### src/rtl/mem_arb_pkg.sv
// Shared types and helpers for the memory arbiter.
// Contains the FSM state type, the requester-count limit and the one-hot to index helper.
package mem_arb_pkg;

    localparam int NREQ_MAX = 8;
    localparam int IDX_W    = 3;

    typedef enum logic [1:0] {
        IDLE  = 2'd0,
        ISSUE = 2'd1,
        RESP  = 2'd2
    } arb_state_t;

    function automatic logic [IDX_W-1:0] onehot_to_idx(input logic [NREQ_MAX-1:0] oh);
        logic [IDX_W-1:0] idx;
        idx = {IDX_W{1'b0}};
        for (int i = 0; i < NREQ_MAX; i++) begin
            if (oh[i]) begin
                idx = idx | IDX_W'(i);
            end else begin
                idx = idx;
            end
        end
        return idx;
    endfunction

endpackage

### src/rtl/mem_arbiter_if.sv
// Requester-side and memory-side bus of the memory arbiter.
// The slave modport is the arbiter's view; master is the requester/memory view.
interface mem_arbiter_if #(
    parameter int NREQ = 3,
    parameter int AW   = 32,
    parameter int DW   = 32
);
    logic [NREQ-1:0]    req;
    logic [NREQ-1:0]    req_we;
    logic [NREQ*AW-1:0] req_addr;
    logic [NREQ*DW-1:0] req_wdata;
    logic [NREQ-1:0]    gnt;
    logic [NREQ-1:0]    rvalid;
    logic [DW-1:0]      rdata;
    logic               busy;
    logic               mem_en;
    logic               mem_we;
    logic [AW-1:0]      mem_addr;
    logic [DW-1:0]      mem_wdata;
    logic [DW-1:0]      mem_rdata;

    modport slave (
        input  req, req_we, req_addr, req_wdata, mem_rdata,
        output gnt, rvalid, rdata, busy, mem_en, mem_we, mem_addr, mem_wdata
    );

    modport master (
        output req, req_we, req_addr, req_wdata, mem_rdata,
        input  gnt, rvalid, rdata, busy, mem_en, mem_we, mem_addr, mem_wdata
    );
endinterface

### src/rtl/mem_arbiter_pick.sv
// Combinational winner selection for the memory arbiter.
// ARB_ROUND_ROBIN_EN selects round-robin from ptr+1; otherwise lowest index wins.
module arb_pick
    import mem_arb_pkg::*;
#(
    parameter int NREQ = 3
) (
    input  logic [NREQ-1:0]  req,
`ifdef ARB_ROUND_ROBIN_EN
    input  logic [IDX_W-1:0] ptr,
`endif
    output logic [NREQ-1:0]  win
);

    localparam logic [NREQ-1:0] LSB_ONE = {{(NREQ-1){1'b0}}, 1'b1};

`ifdef ARB_ROUND_ROBIN_EN
    logic [IDX_W:0]   shift_s;
    logic [NREQ-1:0]  rot_s;
    logic [NREQ-1:0]  rot_win_s;

    // Rotate so ptr+1 sits at bit 0, take the lowest set bit, rotate back
    always_comb begin
        shift_s   = {1'b0, ptr} + {{IDX_W{1'b0}}, 1'b1};
        rot_s     = NREQ'({req, req} >> shift_s);
        rot_win_s = rot_s & (~rot_s + LSB_ONE);
        win       = NREQ'(({rot_win_s, rot_win_s} << shift_s) >> NREQ);
    end
`else
    // Lowest active index wins
    always_comb begin
        win = req & (~req + LSB_ONE);
    end
`endif

endmodule

### src/rtl/mem_arbiter.sv
// Shares one single-port synchronous RAM between NREQ requesters; each access is IDLE, ISSUE, RESP.
// Optional macro ARB_ROUND_ROBIN_EN builds the round-robin pointer; otherwise fixed priority.
module mem_arbiter
    import mem_arb_pkg::*;
#(
    parameter int NREQ = 3,
    parameter int AW   = 32,
    parameter int DW   = 32
) (
    input  logic         clk,
    input  logic         n_reset,
    mem_arbiter_if.slave bus
);

    arb_state_t       state_r;
    logic [NREQ-1:0]  win_s;
    logic [NREQ-1:0]  win_r;
    logic             we_s;
    logic             we_r;
    logic [AW-1:0]    addr_s;
    logic [DW-1:0]    wdata_s;

`ifdef ARB_ROUND_ROBIN_EN
    logic [IDX_W-1:0] ptr_r;

    arb_pick #(.NREQ(NREQ)) u_pick (
        .req (bus.req),
        .ptr (ptr_r),
        .win (win_s)
    );
`else
    arb_pick #(.NREQ(NREQ)) u_pick (
        .req (bus.req),
        .win (win_s)
    );
`endif

    // Mux the winner's access fields
    always_comb begin
        we_s    = 1'b0;
        addr_s  = {AW{1'b0}};
        wdata_s = {DW{1'b0}};
        for (int k = 0; k < NREQ; k++) begin
            we_s    = we_s | (bus.req_we[k] & win_s[k]);
            addr_s  = addr_s | (bus.req_addr[k*AW +: AW] & {AW{win_s[k]}});
            wdata_s = wdata_s | (bus.req_wdata[k*DW +: DW] & {DW{win_s[k]}});
        end
    end

    // Read data is only meaningful in RESP of a read; rdata is decoded from state, never from req
    assign bus.rdata = ((state_r == RESP) && !we_r) ? bus.mem_rdata : {DW{1'b0}};

    // Access FSM with latched fields and registered outputs
    always_ff @(posedge clk) begin
        if (!n_reset) begin
            state_r       <= IDLE;
            win_r         <= {NREQ{1'b0}};
            we_r          <= 1'b0;
            bus.gnt       <= {NREQ{1'b0}};
            bus.rvalid    <= {NREQ{1'b0}};
            bus.busy      <= 1'b0;
            bus.mem_en    <= 1'b0;
            bus.mem_we    <= 1'b0;
            bus.mem_addr  <= {AW{1'b0}};
            bus.mem_wdata <= {DW{1'b0}};
`ifdef ARB_ROUND_ROBIN_EN
            ptr_r         <= IDX_W'(NREQ - 1);
`endif
        end else begin
            case (state_r)
                IDLE: begin
                    if (|bus.req) begin
                        state_r       <= ISSUE;
                        win_r         <= win_s;
                        we_r          <= we_s;
                        bus.gnt       <= win_s;
                        bus.mem_en    <= 1'b1;
                        bus.mem_we    <= we_s;
                        bus.mem_addr  <= addr_s;
                        bus.mem_wdata <= wdata_s;
                        bus.busy      <= 1'b1;
`ifdef ARB_ROUND_ROBIN_EN
                        ptr_r         <= onehot_to_idx(NREQ_MAX'(win_s));
`endif
                    end else begin
                        state_r  <= IDLE;
                        bus.busy <= 1'b0;
                    end
                end
                ISSUE: begin
                    state_r    <= RESP;
                    bus.gnt    <= {NREQ{1'b0}};
                    bus.mem_en <= 1'b0;
                    bus.mem_we <= 1'b0;
                    bus.rvalid <= win_r;
                    bus.busy   <= 1'b1;
                end
                RESP: begin
                    state_r    <= IDLE;
                    bus.rvalid <= {NREQ{1'b0}};
                    bus.busy   <= 1'b0;
                end
                default: begin
                    state_r    <= IDLE;
                    bus.gnt    <= {NREQ{1'b0}};
                    bus.rvalid <= {NREQ{1'b0}};
                    bus.mem_en <= 1'b0;
                    bus.mem_we <= 1'b0;
                    bus.busy   <= 1'b0;
                end
            endcase
        end
    end

endmodule

### src/flat_wrapper.sv
// flat-port wrapper written by rule: the top's interface ports become plain ports
module mem_arbiter_flat import mem_arb_pkg::*;
#(
    parameter int NREQ = 3,
    parameter int AW   = 32,
    parameter int DW   = 32
)
  (clk, n_reset, bus_req, bus_req_we, bus_req_addr, bus_req_wdata, bus_mem_rdata, bus_gnt, bus_rvalid, bus_rdata, bus_busy, bus_mem_en, bus_mem_we, bus_mem_addr, bus_mem_wdata);
  mem_arbiter_if #(.NREQ(NREQ), .AW(AW), .DW(DW)) bus_i ();
  input  logic clk;
  input  logic n_reset;
  input wire logic [$bits(bus_i.req)-1:0] bus_req;
  input wire logic [$bits(bus_i.req_we)-1:0] bus_req_we;
  input wire logic [$bits(bus_i.req_addr)-1:0] bus_req_addr;
  input wire logic [$bits(bus_i.req_wdata)-1:0] bus_req_wdata;
  input wire logic [$bits(bus_i.mem_rdata)-1:0] bus_mem_rdata;
  output wire logic [$bits(bus_i.gnt)-1:0] bus_gnt;
  output wire logic [$bits(bus_i.rvalid)-1:0] bus_rvalid;
  output wire logic [$bits(bus_i.rdata)-1:0] bus_rdata;
  output wire logic [$bits(bus_i.busy)-1:0] bus_busy;
  output wire logic [$bits(bus_i.mem_en)-1:0] bus_mem_en;
  output wire logic [$bits(bus_i.mem_we)-1:0] bus_mem_we;
  output wire logic [$bits(bus_i.mem_addr)-1:0] bus_mem_addr;
  output wire logic [$bits(bus_i.mem_wdata)-1:0] bus_mem_wdata;
  assign bus_i.req = bus_req;
  assign bus_i.req_we = bus_req_we;
  assign bus_i.req_addr = bus_req_addr;
  assign bus_i.req_wdata = bus_req_wdata;
  assign bus_i.mem_rdata = bus_mem_rdata;
  assign bus_gnt = bus_i.gnt;
  assign bus_rvalid = bus_i.rvalid;
  assign bus_rdata = bus_i.rdata;
  assign bus_busy = bus_i.busy;
  assign bus_mem_en = bus_i.mem_en;
  assign bus_mem_we = bus_i.mem_we;
  assign bus_mem_addr = bus_i.mem_addr;
  assign bus_mem_wdata = bus_i.mem_wdata;
  mem_arbiter #(.NREQ(NREQ), .AW(AW), .DW(DW)) u_core (.clk(clk), .n_reset(n_reset), .bus(bus_i));
endmodule
### config.mk
export PLATFORM = sky130hd
export DESIGN_NAME = mem_arbiter_flat
export DESIGN_NICKNAME = d
export VERILOG_FILES = /design/src/rtl/mem_arb_pkg.sv /design/src/rtl/mem_arbiter_if.sv /design/src/rtl/mem_arbiter_pick.sv /design/src/rtl/mem_arbiter.sv /design/src/flat_wrapper.sv
export SDC_FILE = /design/constraint.sdc
export NUM_CORES = 1
export LEC_CHECK = 0
export BUFFER_PORTS_ARGS = -buffer_cell sky130_fd_sc_hd__buf_4
export CORE_AREA = 2 2 132 134
export DETAILED_ROUTE_END_ITERATION = 8
export DIE_AREA = 0 0 134 136
export SETUP_SLACK_MARGIN = 0.4
export SYNTH_ARGS = -nofsm -noshare
export SYNTH_HDL_FRONTEND = slang
export SYNTH_SLANG_ARGS = --single-unit
export TNS_END_PERCENT = 100
### constraint.sdc
create_clock -name clk -period 1.9 [get_ports clk]
set_input_delay 0.285 -clock clk [delete_from_list [all_inputs] [get_ports clk]]
set_output_delay 0.285 -clock clk [all_outputs]
set_load 0.01 [all_outputs]
## Word-level counts from Yosys, hierarchy flattened

Index checks and enable logic that the tools add are counted.

- Register bits: 79

- Eq/ne operators: 3
- Add/subtract/negate cells: 1
- Bitwise logic cells: 18
- Multiplexer cells: 12
- Reduce and logical (&&, ||, !) cells: 6

Operators with widths:

| cell | count |
|---|---|
| 32-bit bitwise AND | 6 |
| 32-bit OR | 4 |
| 32-bit 2-to-1 mux | 1 |
| 3-bit one-hot mux with 2 select lines | 2 |
| 1-bit one-hot mux with 2 select lines | 3 |
| 1-bit 2-to-1 mux | 4 |
| 2-bit one-hot mux with 2 select lines | 1 |
| 2-bit AND reduction | 2 |
| 3-bit by 1-bit adder with 3-bit output, second input constant | 1 |
| 1-bit bitwise AND | 3 |
| 3-bit bitwise AND | 1 |
| 3-bit 2-to-1 mux | 1 |
| 3-bit NOT | 1 |
| 3-bit OR reduction | 1 |
| 2-bit by 1-bit == test with 1-bit output, second input constant | 1 |
| 2-bit == test, second input constant | 1 |
| 2-bit logical NOT | 1 |
| 2-bit by 1-bit inequality test with 1-bit output, second input constant | 1 |
| 1-bit OR | 2 |
| 1-bit logical AND | 1 |
| 1-bit logical NOT | 1 |
| 1-bit NOT | 1 |

## Depth between registers and ports, before layout

Gate-level depths: netlist (run 1).

- Word-level depth: 8
- Gate-level depth with buffers: 7
- Gate-level depth less buffers: 4

## Modules after synthesis

A second synthesis (run 1) with hierarchy kept.

- Cells, all modules: 401
- Area, all modules: 3963.8 sq um

Modules (own cells, without submodules):

| module | cells each | seq. area each (sq um) | instances | area an instance (sq um) |
|---|---|---|---|---|
| mem_arbiter | 398 | 1581.5 | 1 | 3937.5 |
| arb_pick | 3 | 0.0 | 1 | 26.3 |

## Worst setup path after synthesis (run 1)

Ideal clock, no wire load.

- Kind: register to output
- From: register u_core.state_r[0]
- To: output bus_rdata[10]
- Arrival: 1.249 ns
- Stages on the path, launching flop included: 5
- Data required time: 1.615 ns
- Buffers on the path: 2
- Path slack: 0.366 ns
- Cells stage by stage: dfxtp_1 > clkbuf_1 > nor3_1 > clkbuf_1 > and2_1

- Cells in the longest elaborated chain, start to end: 3

RTL lines:

| element | RTL line | source |
|---|---|---|
| from (decl) | mem_arbiter.sv:15 | `arb_state_t state_r;` |
| from (signal assigned) | mem_arbiter.sv:56 | `state_r <= IDLE;` |
| from (signal assigned) | mem_arbiter.sv:73 | `state_r <= ISSUE;` |
| from (signal assigned) | mem_arbiter.sv:86 | `state_r <= IDLE;` |
| 2-bit == test | mem_arbiter.sv:51 | `assign bus.rdata = ((state_r == RESP) && !we_r) ? bus.mem_rdata : {DW{1'b0}};` |
| 1-bit logical AND | mem_arbiter.sv:51 |  |
| 32-bit 2-to-1 mux | mem_arbiter.sv:51 |  |
| to (decl) | flat_wrapper.sv:19 | `output wire logic [$bits(bus_i.rdata)-1:0] bus_rdata;` |

Every way passes these cells.

## Worst setup path after layout (run 1)

- From: register u_core.state_r[1]
- To: output bus_rdata[31]

The elaborated chain is that of the path after synthesis.

==> key figures, run 1 <==
Setup path
  – Reg2reg setup slack: 0.44 ns
  – Category of the worst setup path capture point: output port
  – Destination of the critical timing path: bus_rdata[31]
  – Cell count of the worst reg-to-reg path: 7
  – Data arrival at the endpoint of the critical path: 1.47 ns
  – Data required time of the critical path: 1.62 ns
  – Cells along the critical path: inv_6 -> nor3_4 -> buf_6 -> and2_1 -> buf_4
  – Terminus of the critical flop-to-flop path: u_core.we_r$_SDFFE_PN0P_
  – Class of the most critical setup path: reg2out
  – Start point of the critical path: u_core.state_r[1]$_SDFF_PN0_
  – Start of the worst register-to-register path: u_core.state_r[1]$_SDFF_PN0_
  – Critical Path Slowest Stage Cell: sky130_fd_sc_hd__dfxtp_4
  – Peak per-stage delay on the critical path: 0.37 ns
  – Sort of element at the start of the critical path: register
  – Highest net fanout along the worst path: 8

Synthesis
  – Mapped Cells: 671
  – Total of warnings raised by yosys: 0
  – Cell area after technology mapping: 4989 um^2
  – Most used DFF post-synth: sky130_fd_sc_hd__dfxtp_1
  – Mapped Nets: 903
  – Async set or reset register ratio after synthesis: 0%
  – Count of flip-flops with a built-in enable after synthesis: 0
  – Sequential share of the synthesized area: 31.70%
  – Flip-flop and latch count after synthesis: 79
  – Post-synthesis average cell area: 7.434 um^2
  – Unique masters post-synth: 29

Timing
  – Worst-Margin Slew: 0.6137 ns
  – Slew Limit Headroom: 59.08%
  – Hold Violations, Final: 0
  – Max frequency: 569.6 MHz
  – Final period demand of the worst path: 1.756 ns
  – Clock tree skew after final layout: 0.003572 ns
  – Final period util: 92.39%
  – Unrepaired setup endpoints after global routing: yes
  – Final total negative setup slack: 0 ns
  – Final hold slack: 0.3179 ns
  – Final setup viols: 0
  – Final Max Tran Viols: 0

Worst hold path
  – Source of the worst hold timing path: bus_req_wdata[8]
  – Class of the most critical hold timing path: in2reg

Floorplan
  – Boundary Pins: 337
  – Die Span Y: 136 um
  – Effective utilization at floorplan: 29.56%
  – Placement Rows: 48
  – Core footprint: 16880 um^2
  – Die area: 18220 um^2
  – Horizontal extent of the die: 134 um

Clock tree
  – Master cell of the clock root buffer: sky130_fd_sc_hd__clkbuf_16
  – Deepest clock path buffer count: 2
  – CTS tree: yes
  – Register clock-pin slew on the reported worst setup and hold paths: 0.06 ns
  – Clock buffers created by TritonCTS: 9
  – Sinks on Clock Net: 79
  – Post-cts hold buffer count: 0
  – Number of H-tree branching levels: 3
  – Skew-Pair Late Insertion Delay: 0.33 ns

Detailed routing
  – Vias after detailed routing: 5689
  – Detailed-route wire length: 19.24 mm
  – Routed length per instance: 15.84 um
  – Number of optimization iterations in the first detailed-route pass: 4
  – DRT iter0 DRCs: 193
  – Post-route antenna net violation count: 0
  – Drt via density: 4.686
  – Number of remaining DRC errors: 0

Power
  – Leakage power figure: 3.829 nW
  – Largest vdd supply drop: 0.0004750 V
  – Power per Cell Area: 651.2 nW/um^2

Global routing
  – First-pass GRT wire length: 28.92 mm
  – Pin count of the biggest net entering global routing: 135
  – Number of global-route vias before repair: 5293
  – Initial antenna violation count: 0
  – Global route overflow: 0
  – Global-route total usage across every layer: 20.08%

Cells and area
  – Filler cells: 1735
  – Multi-input combinational cell area: 3153 um^2
  – Final nets: 1216
  – Sequential cell area in the final layout: 1587 um^2
  – Fraction of final layout cells with drive strength greater than 1: 47.42%
  – Ant. Diodes: 0
  – Commonest cells after routing, fill and taps aside: sky130_fd_sc_hd__buf_4 (325), sky130_fd_sc_hd__nand2_1 (136), sky130_fd_sc_hd__dfxtp_1 (77)
  – Most common cell after layout, fill and taps aside: sky130_fd_sc_hd__buf_4
  – Synth-to-Final Area Change: 65.59%
  – Design Area, Final: 8260 um^2

Job
  – Count of max-cap constraint violations: 0

Placed design
  – Instance area at placement: 7605 um^2
  – GP Congestion: 0.7563
  – Half-perimeter wire length of the detailed placement result: 13.11 mm
  – Quantity of I/O buffers inserted on ports: 336

Outcome
  – Outcome: finished, final reports clean
metal layers:
layer	global-route usage, %	vias to the layer above	routed length [um]
met3	5.966	25	1622
li1	-	2876	-
met2	33.02	214	9055
met1	25.45	2574	8210
met4	5.910	0	347
met5	0	-	0
cell families (layout without fill, tap and decap cells):
kind of cell,after synthesis,count (layout),synth area share (%)
and+or+nand+nor,317,319,36.29
DFF,79,79,31.70
muxes,3,3,0.6020
AOI/OAI and AO/OA,207,207,24.35
buffers and inverters,65,381,7.048
where the power goes:
group,switching (mW),internal (mW)
Clock,0.708,1.05
Sequential,0.0860,1.81
Combinational,0.812,0.912
final cells by class:
cell class                      count  share of cell area (%)
Timing Repair Buffer              364                   35.49
Tap cell                          225                   3.408
Clock inverter                      6                  0.7271
Sequential cell                    79                   19.21
Clock buffer                       10                   2.893
Multi-Input combinational cell    529                   38.17
Inverter                            1                  0.1060
critical path, delay by kind of cell, from the launching register on:
kind	cells	cell delay (ns)
simple gates	2	0.43
buf+inv	3	0.35
flops	1	0.37
repair_timing:
action | 4_1_cts | 5_1_grt
pin swaps | 30 | 2
gates resized for setup | 70 | 2
endpoints found under the setup margin | 64 | 90
cloned | 4 | 1
setup buffers | 8 | 3
registers in the layout, summed over array words and instances (netlist names):
| signal | cells |
|---|---|
| u_core.we_r | 1 |
| u_core.bus.mem_we | 1 |
| u_core.bus.mem_wdata | 32 |
| u_core.bus.busy | 1 |
| u_core.win_r | 3 |
| u_core.bus.mem_en | 1 |
| u_core.bus.gnt | 3 |
| u_core.state_r | 2 |
| u_core.bus.rvalid | 3 |
| u_core.bus.mem_addr | 32 |
cells in the mapped netlist, drive strengths merged, types with 2 or more instances:
master | count | area [um^2]
and2 | 35 | 221.5
mux2i | 3 | 30.03
buf | 32 | 227.7
nand3 | 65 | 575.6
and3 | 2 | 12.51
a21boi | 69 | 518.0
nand2b | 66 | 412.9
dfxtp | 79 | 1582
nor2 | 7 | 28.78
a21oi | 69 | 345.3
nand2 | 137 | 521.8
clkbuf | 32 | 120.1
o21ai | 67 | 335.3
worst min path at each step:
stage	endpoint	slack, ns	depth (start not counted)
global placement	u_core.bus.mem_wdata[21]$_SDFFE_PN0P_	0.44	2
global route	u_core.bus.mem_wdata[6]$_SDFFE_PN0P_	0.34	4
CTS	u_core.bus.mem_wdata[8]$_SDFFE_PN0P_	0.31	4
floorplan	u_core.win_r[2]$_SDFFE_PN0P_	0.44	2
finish	u_core.bus.mem_wdata[8]$_SDFFE_PN0P_	0.32	4
detailed placement	u_core.bus.mem_addr[5]$_SDFFE_PN0P_	0.45	2
per-stage QoR:
stage	setup slack [ns]	std cells	total power [mW]	util, %
final	0.1445	1214	5.379	48.95
after global routing	0.06704	1214	5.683	48.95
after CTS	0.1276	1210	5.427	48.61
after detailed placement	0.1843	1182	3.547	45.06
after global placement	0.2014	1182	3.535	45.06
after floorplan	0.4491	671	2.744	-
Power figures use the tool's default switching activity.
==> run 2: changes to the inputs <==
Settings changed: BUFFER_PORTS_ARGS -buffer_cell sky130_fd_sc_hd__buf_4 to not set, CORE_AREA 2 2 132 134 to 2 2 129 131, DIE_AREA 0 0 134 136 to 0 0 131 133, DONT_BUFFER_PORTS set to 1.
==> run 2 against run 1 <==
  * Via count decreased by 23%
  * Clock power fell by 5%
  * Hold slack got worse by 0.24 ns
  * Wire length down 22%
  * Highest routed layer is now met5
==> key figures, run 2 (synthesis results as in run 1) <==
Detailed routing
  – Drt via density: 5.070
  – Detailed-route wire length: 14.92 mm
  – Routed length per instance: 17.33 um
  – Vias after detailed routing: 4365
  – Number of remaining DRC errors: 0
  – DRT iter0 DRCs: 223
  – Number of optimization iterations in the first detailed-route pass: 4
  – Post-route antenna net violation count: 0

Setup path
  – Kind of cell adding the most delay to the critical path: simple AND/OR/NAND/NOR gates
  – Start of the worst register-to-register path: u_core.state_r[1]$_SDFF_PN0_
  – Category of the worst setup path capture point: output port
  – Cells along the critical path: buf_6 -> nor3_4 -> buf_6 -> and2_4
  – Critical Path Slowest Stage Cell: sky130_fd_sc_hd__dfxtp_2
  – Highest net fanout along the worst path: 8
  – Terminus of the critical flop-to-flop path: u_core.bus.mem_wdata[4]$_SDFFE_PN0P_
  – Number of buffer and inverter instances along the worst setup path: 2
  – Peak per-stage delay on the critical path: 0.33 ns
  – Reg2reg setup slack: 0.41 ns
  – Class of the most critical setup path: reg2out
  – Data arrival at the endpoint of the critical path: 1.36 ns
  – Sort of element at the start of the critical path: register
  – Cell count of the worst reg-to-reg path: 7
  – Start point of the critical path: u_core.state_r[0]$_SDFF_PN0_
  – Most repeated library cell on the critical path: sky130_fd_sc_hd__buf_6
  – Data required time of the critical path: 1.62 ns

Timing
  – Worst-Margin Slew: 0.3804 ns
  – Final setup viols: 0
  – Max frequency: 606.4 MHz
  – Final Max Tran Viols: 0
  – Final total negative setup slack: 0 ns
  – Final period demand of the worst path: 1.649 ns
  – Slew Limit Headroom: 74.37%
  – Worst setup margin: 0.2510 ns
  – Hold Violations, Final: 0
  – Unrepaired setup endpoints after global routing: yes
  – Clock tree skew after final layout: 0.004926 ns
  – Final period util: 86.79%
  – Final hold slack: 0.08203 ns

Power
  – Clock network power share: 36.3%
  – Part of the power in combinational logic: 20.1%
  – Largest vdd supply drop: 0.0004002 V
  – Net switching component of the power: 1.347 mW
  – Power consumption: 4.605 mW
  – Leakage power figure: 2.132 nW
  – Net Sw Frac: 29.24%
  – Internal power: 3.258 mW
  – Power per Cell Area: 815.2 nW/um^2
  – Sequential cell fraction of total power: 43.5%

Clock tree
  – Register clock-pin slew on the reported worst setup and hold paths: 0.06 ns
  – Master cell of the clock root buffer: sky130_fd_sc_hd__clkbuf_16
  – Sinks on Clock Net: 79
  – Number of H-tree branching levels: 3
  – Clock buffers created by TritonCTS: 9
  – Post-cts hold buffer count: 0
  – CTS tree: yes
  – Skew-Pair Late Insertion Delay: 0.34 ns
  – Deepest clock path buffer count: 2

Floorplan
  – Horizontal extent of the die: 131 um
  – Core footprint: 16170 um^2
  – Die Span Y: 133 um
  – Die area: 17420 um^2
  – Placement Rows: 47
  – Boundary Pins: 337
  – Effective utilization at floorplan: 30.85%

Placed design
  – Total placed cells including tap cells: 833
  – Instance area at placement: 5016 um^2
  – GP Congestion: 0.7593
  – Half-perimeter wire length of the detailed placement result: 9.793 mm
  – Quantity of I/O buffers inserted on ports: 0
  – Worst slack, placed: 0.4281 ns

Cells and area
  – Final nets: 871
  – Final core utilization: 34.93%
  – Fraction of final layout cells with drive strength greater than 1: 20.90%
  – Commonest cells after routing, fill and taps aside: sky130_fd_sc_hd__nand2_1 (136), sky130_fd_sc_hd__dfxtp_1 (77), sky130_fd_sc_hd__a21oi_1 (69)
  – Filler cells: 1693
  – Non-filler cells, final: 861
  – Design Area, Final: 5649 um^2
  – Synth-to-Final Area Change: 13.24%
  – Top flop regs: u_core.bus.mem_addr (32), u_core.bus.mem_wdata (32)
  – Ant. Diodes: 0
  – Most common cell after layout, fill and taps aside: sky130_fd_sc_hd__nand2_1

Worst hold path
  – Class of the most critical hold timing path: in2reg
  – Number of instances on the worst hold path: 1
  – Source of the worst hold timing path: n_reset
  – Hold worst-path end: u_core.bus.gnt[1]$_SDFFE_PN0P_

Global routing
  – First-pass GRT wire length: 20.14 mm
  – Global route overflow: 0
  – Number of global-route vias before repair: 3734
  – Initial antenna violation count: 1
  – Pin count of the biggest net entering global routing: 136
  – Global-route total usage across every layer: 15.16%

Job
  – Count of max-cap constraint violations: 0

Outcome
  – Outcome: finished, final reports clean
==> run 2: cell types whose count changed in the layout (fill, tap and decap cells not counted), sizes merged <==
cell and change:
and2 -2, clkbuf +2, clkinv -2, buf -346
==> run 2: power by group through the flow <==
stage	registers, mW	clock network (mW)	logic (mW)
final	2.01	1.67	0.927
after global routing	2.02	1.80	1.03
after CTS	2.01	1.73	0.800
after detailed placement	2.05	0	0.753
after global placement	2.05	0	0.746
after floorplan	1.99	0	0.751
==> run 2: cell type report <==
| type | instances | area, um^2 | area share, % |
|---|---|---|---|
| inverter | 1 | 6.256 | 0.1107 |
| clock inverter | 4 | 50.05 | 0.8859 |
| timing repair buffer | 21 | 315.3 | 5.581 |
| clock buffer | 9 | 225.2 | 3.987 |
| sequential | 79 | 1587 | 28.08 |
| multi-input combinational | 527 | 3191 | 56.48 |
| tap | 220 | 275.3 | 4.873 |
==> run 2: worst max path at each step <==
stage                                     endpoint  slack [ns]  cells past startpoint
floorplan                            bus_rdata[10]        0.45                      4
global placement          u_core.we_r$_SDFFE_PN0P_        0.46                      5
detailed placement  u_core.bus.mem_we$_SDFFE_PN0P_        0.43                      5
CTS                                   bus_rdata[0]        0.26                      4
global route                          bus_rdata[7]        0.20                      4
finish                                bus_rdata[7]        0.25                      4
==> run 2: repair_timing <==
item                                    4_1_cts  5_1_grt
gates resized for setup                      47       17
endpoints found under the hold margin         0        0
buffers inserted                              4        3
pin swaps                                    33        7
endpoints found under the setup margin       32       98
cloned                                        3        5
==> run 2: metal layers <==
metal  share of wire, %  vias to the layer above  track usage (%)
met2                 48                      200            24.64
met1                 42                     1959            18.45
met3                8.7                       17            5.580
met4                1.4                        2            4.905
met5              0.067                        -                0
li1                   -                     2187                -
==> run 3: changes to the inputs <==
Settings changed: RECOVER_POWER set to 100.
==> run 3 against run 2 <==
  * Non-clock buffer count unchanged
  * Combinational power decreased by 9.6%
  * Sequential power about the same
  * Wire length decreased by 0.43%
  * Worst setup slack got worse by 0.096 ns
  * Global-route usage unchanged
  * Register-to-register slack got worse by 0.19 ns
  * Die area unchanged
  * Clock-buffer cell count unchanged
  * Hold slack improved by 0.00069 ns
  * Via count unchanged
  * Largest power group unchanged
==> key figures, run 3 (synthesis results as in run 1) <==
Floorplan
  – Die area: 17420 um^2
  – Horizontal extent of the die: 131 um
  – Core footprint: 16170 um^2
  – Die Span Y: 133 um
  – Effective utilization at floorplan: 30.85%
  – Boundary Pins: 337
  – Placement Rows: 47

Power
  – Power consumption: 4.510 mW
  – Largest vdd supply drop: 0.0004015 V
  – Leakage power figure: 1.996 nW
  – Power per Cell Area: 824.3 nW/um^2

Placed design
  – Quantity of I/O buffers inserted on ports: 0
  – Total placed cells including tap cells: 833
  – GP Congestion: 0.7593
  – Half-perimeter wire length of the detailed placement result: 9.793 mm
  – Instance area at placement: 5016 um^2

Timing
  – Final period util: 91.84%
  – Hold Violations, Final: 0
  – Slew Limit Headroom: 54.19%
  – Final total negative setup slack: 0 ns
  – Final setup viols: 0
  – Unrepaired setup endpoints after global routing: yes
  – Clock tree skew after final layout: 0.006306 ns
  – Final Max Tran Viols: 0
  – Max frequency: 573.1 MHz
  – Worst-Margin Slew: 0.6872 ns
  – Final period demand of the worst path: 1.745 ns

Setup path
  – Class of the most critical setup path: reg2out
  – Category of the worst setup path capture point: output port
  – Sort of element at the start of the critical path: register
  – Data arrival at the endpoint of the critical path: 1.46 ns
  – Cell count of the worst reg-to-reg path: 7
  – Highest net fanout along the worst path: 8
  – Data required time of the critical path: 1.62 ns

Clock tree
  – Skew-Pair Late Insertion Delay: 0.34 ns
  – Post-cts hold buffer count: 0
  – Master cell of the clock root buffer: sky130_fd_sc_hd__clkbuf_16
  – Deepest clock path buffer count: 2
  – Clock buffers created by TritonCTS: 9
  – CTS tree: yes
  – Sinks on Clock Net: 79
  – Number of H-tree branching levels: 3
  – Register clock-pin slew on the reported worst setup and hold paths: 0.06 ns

Cells and area
  – Non-filler cells, final: 861
  – Multi-input combinational cell area: 3070 um^2
  – Design Area, Final: 5472 um^2
  – Most common cell after layout, fill and taps aside: sky130_fd_sc_hd__nand2_1
  – Commonest cells after routing, fill and taps aside: sky130_fd_sc_hd__nand2_1 (136), sky130_fd_sc_hd__dfxtp_1 (78), sky130_fd_sc_hd__a21oi_1 (69)
  – Filler cells: 1728
  – Final nets: 871
  – Synth-to-Final Area Change: 9.682%
  – Final core utilization: 33.83%
  – Fraction of final layout cells with drive strength greater than 1: 14.51%
  – Top flop regs: u_core.bus.mem_addr (32), u_core.bus.mem_wdata (32)
  – Sequential cell area in the final layout: 1585 um^2
  – Ant. Diodes: 0

Detailed routing
  – Detailed-route wire length: 14.86 mm
  – Routed length per instance: 17.26 um
  – Number of remaining DRC errors: 0
  – DRT iter0 DRCs: 194
  – Vias after detailed routing: 4365
  – Post-route antenna net violation count: 0
  – Drt via density: 5.070
  – Number of optimization iterations in the first detailed-route pass: 4

Global routing
  – Global-route total usage across every layer: 15.16%
  – Number of global-route vias before repair: 3734
  – Global route overflow: 0
  – Initial antenna violation count: 1
  – First-pass GRT wire length: 20.14 mm
  – Pin count of the biggest net entering global routing: 136

Outcome
  – Outcome: finished, final reports clean

Worst hold path
  – Number of instances on the worst hold path: 1
  – Class of the most critical hold timing path: in2reg

Job
  – Count of max-cap constraint violations: 0
run 3: cell count changes in the layout (fill, tap and decap cells not counted), moves of 3 or more:
cell                       delta
sky130_fd_sc_hd__nand3_1      +9
sky130_fd_sc_hd__a21boi_1    -41
sky130_fd_sc_hd__a21boi_0    +43
sky130_fd_sc_hd__nand3_2      -9
sky130_fd_sc_hd__and2_0      +28
sky130_fd_sc_hd__and2_4      -27
sky130_fd_sc_hd__clkbuf_2     +3
run 3: layout make-up:
class,instances,area share [%]
tap,220,5.031
sequential,79,28.97
clock buffer,9,4.116
clock inverter,4,0.9147
timing repair buffer,21,4.734
inverter,1,0.1143
multi-input combinational,527,56.12
run 3: through the flow:
stage                     setup slack [ns]  hold WS, ns
after floorplan                     0.4491       0.4365
after global placement              0.4621       0.4193
final                               0.1551      0.08273
after detailed placement            0.4281       0.4234
after global routing                0.1034      0.05610
after CTS                           0.2587      0.05814
run 3: path summary, 6_finish.rpt:
| path | from | endpoint | slack (ns) |
|---|---|---|---|
| setup / recovery | u_core.state_r[0]$_SDFF_PN0_ | bus_rdata[7] | 0.16 |
| hold / removal | n_reset | u_core.bus.gnt[1]$_SDFFE_PN0P_ | 0.08 |
| setup reg to reg | u_core.state_r[1]$_SDFF_PN0_ | u_core.bus.mem_wdata[10]$_SDFFE_PN0P_ | 0.22 |
| hold reg to reg | u_core.win_r[0]$_SDFFE_PN0P_ | u_core.win_r[0]$_SDFFE_PN0P_ | 0.47 |
run 3: what timing repair did:
item	CTS	global route
gates resized for setup	47	17
cloned	3	5
buffers inserted	4	3
setup endpoints to repair	32	98
pin swaps	33	7
run 3: metal layers:
layer	vias to the layer above	track usage [%]	wire length, um
met2	206	24.64	7182
met4	2	4.905	210
li1	2192	-	-
met3	17	5.580	1340
met1	1948	18.45	6116
met5	-	0	10
run 3: critical path, stage by stage, from the launching register on:
cell	delay (ns)
sky130_fd_sc_hd__dfxtp_1	0.32
sky130_fd_sc_hd__clkbuf_1	0.14
sky130_fd_sc_hd__nor3_4	0.24
sky130_fd_sc_hd__buf_6	0.18
sky130_fd_sc_hd__and2_0	0.24
run 3: where the power goes:
group	switching (mW)	internal, mW	total, mW
combinational	0.450	0.388	0.838
sequential	0.189	1.82	2.00
clock	0.675	0.992	1.67
total	1.31	3.20	4.51
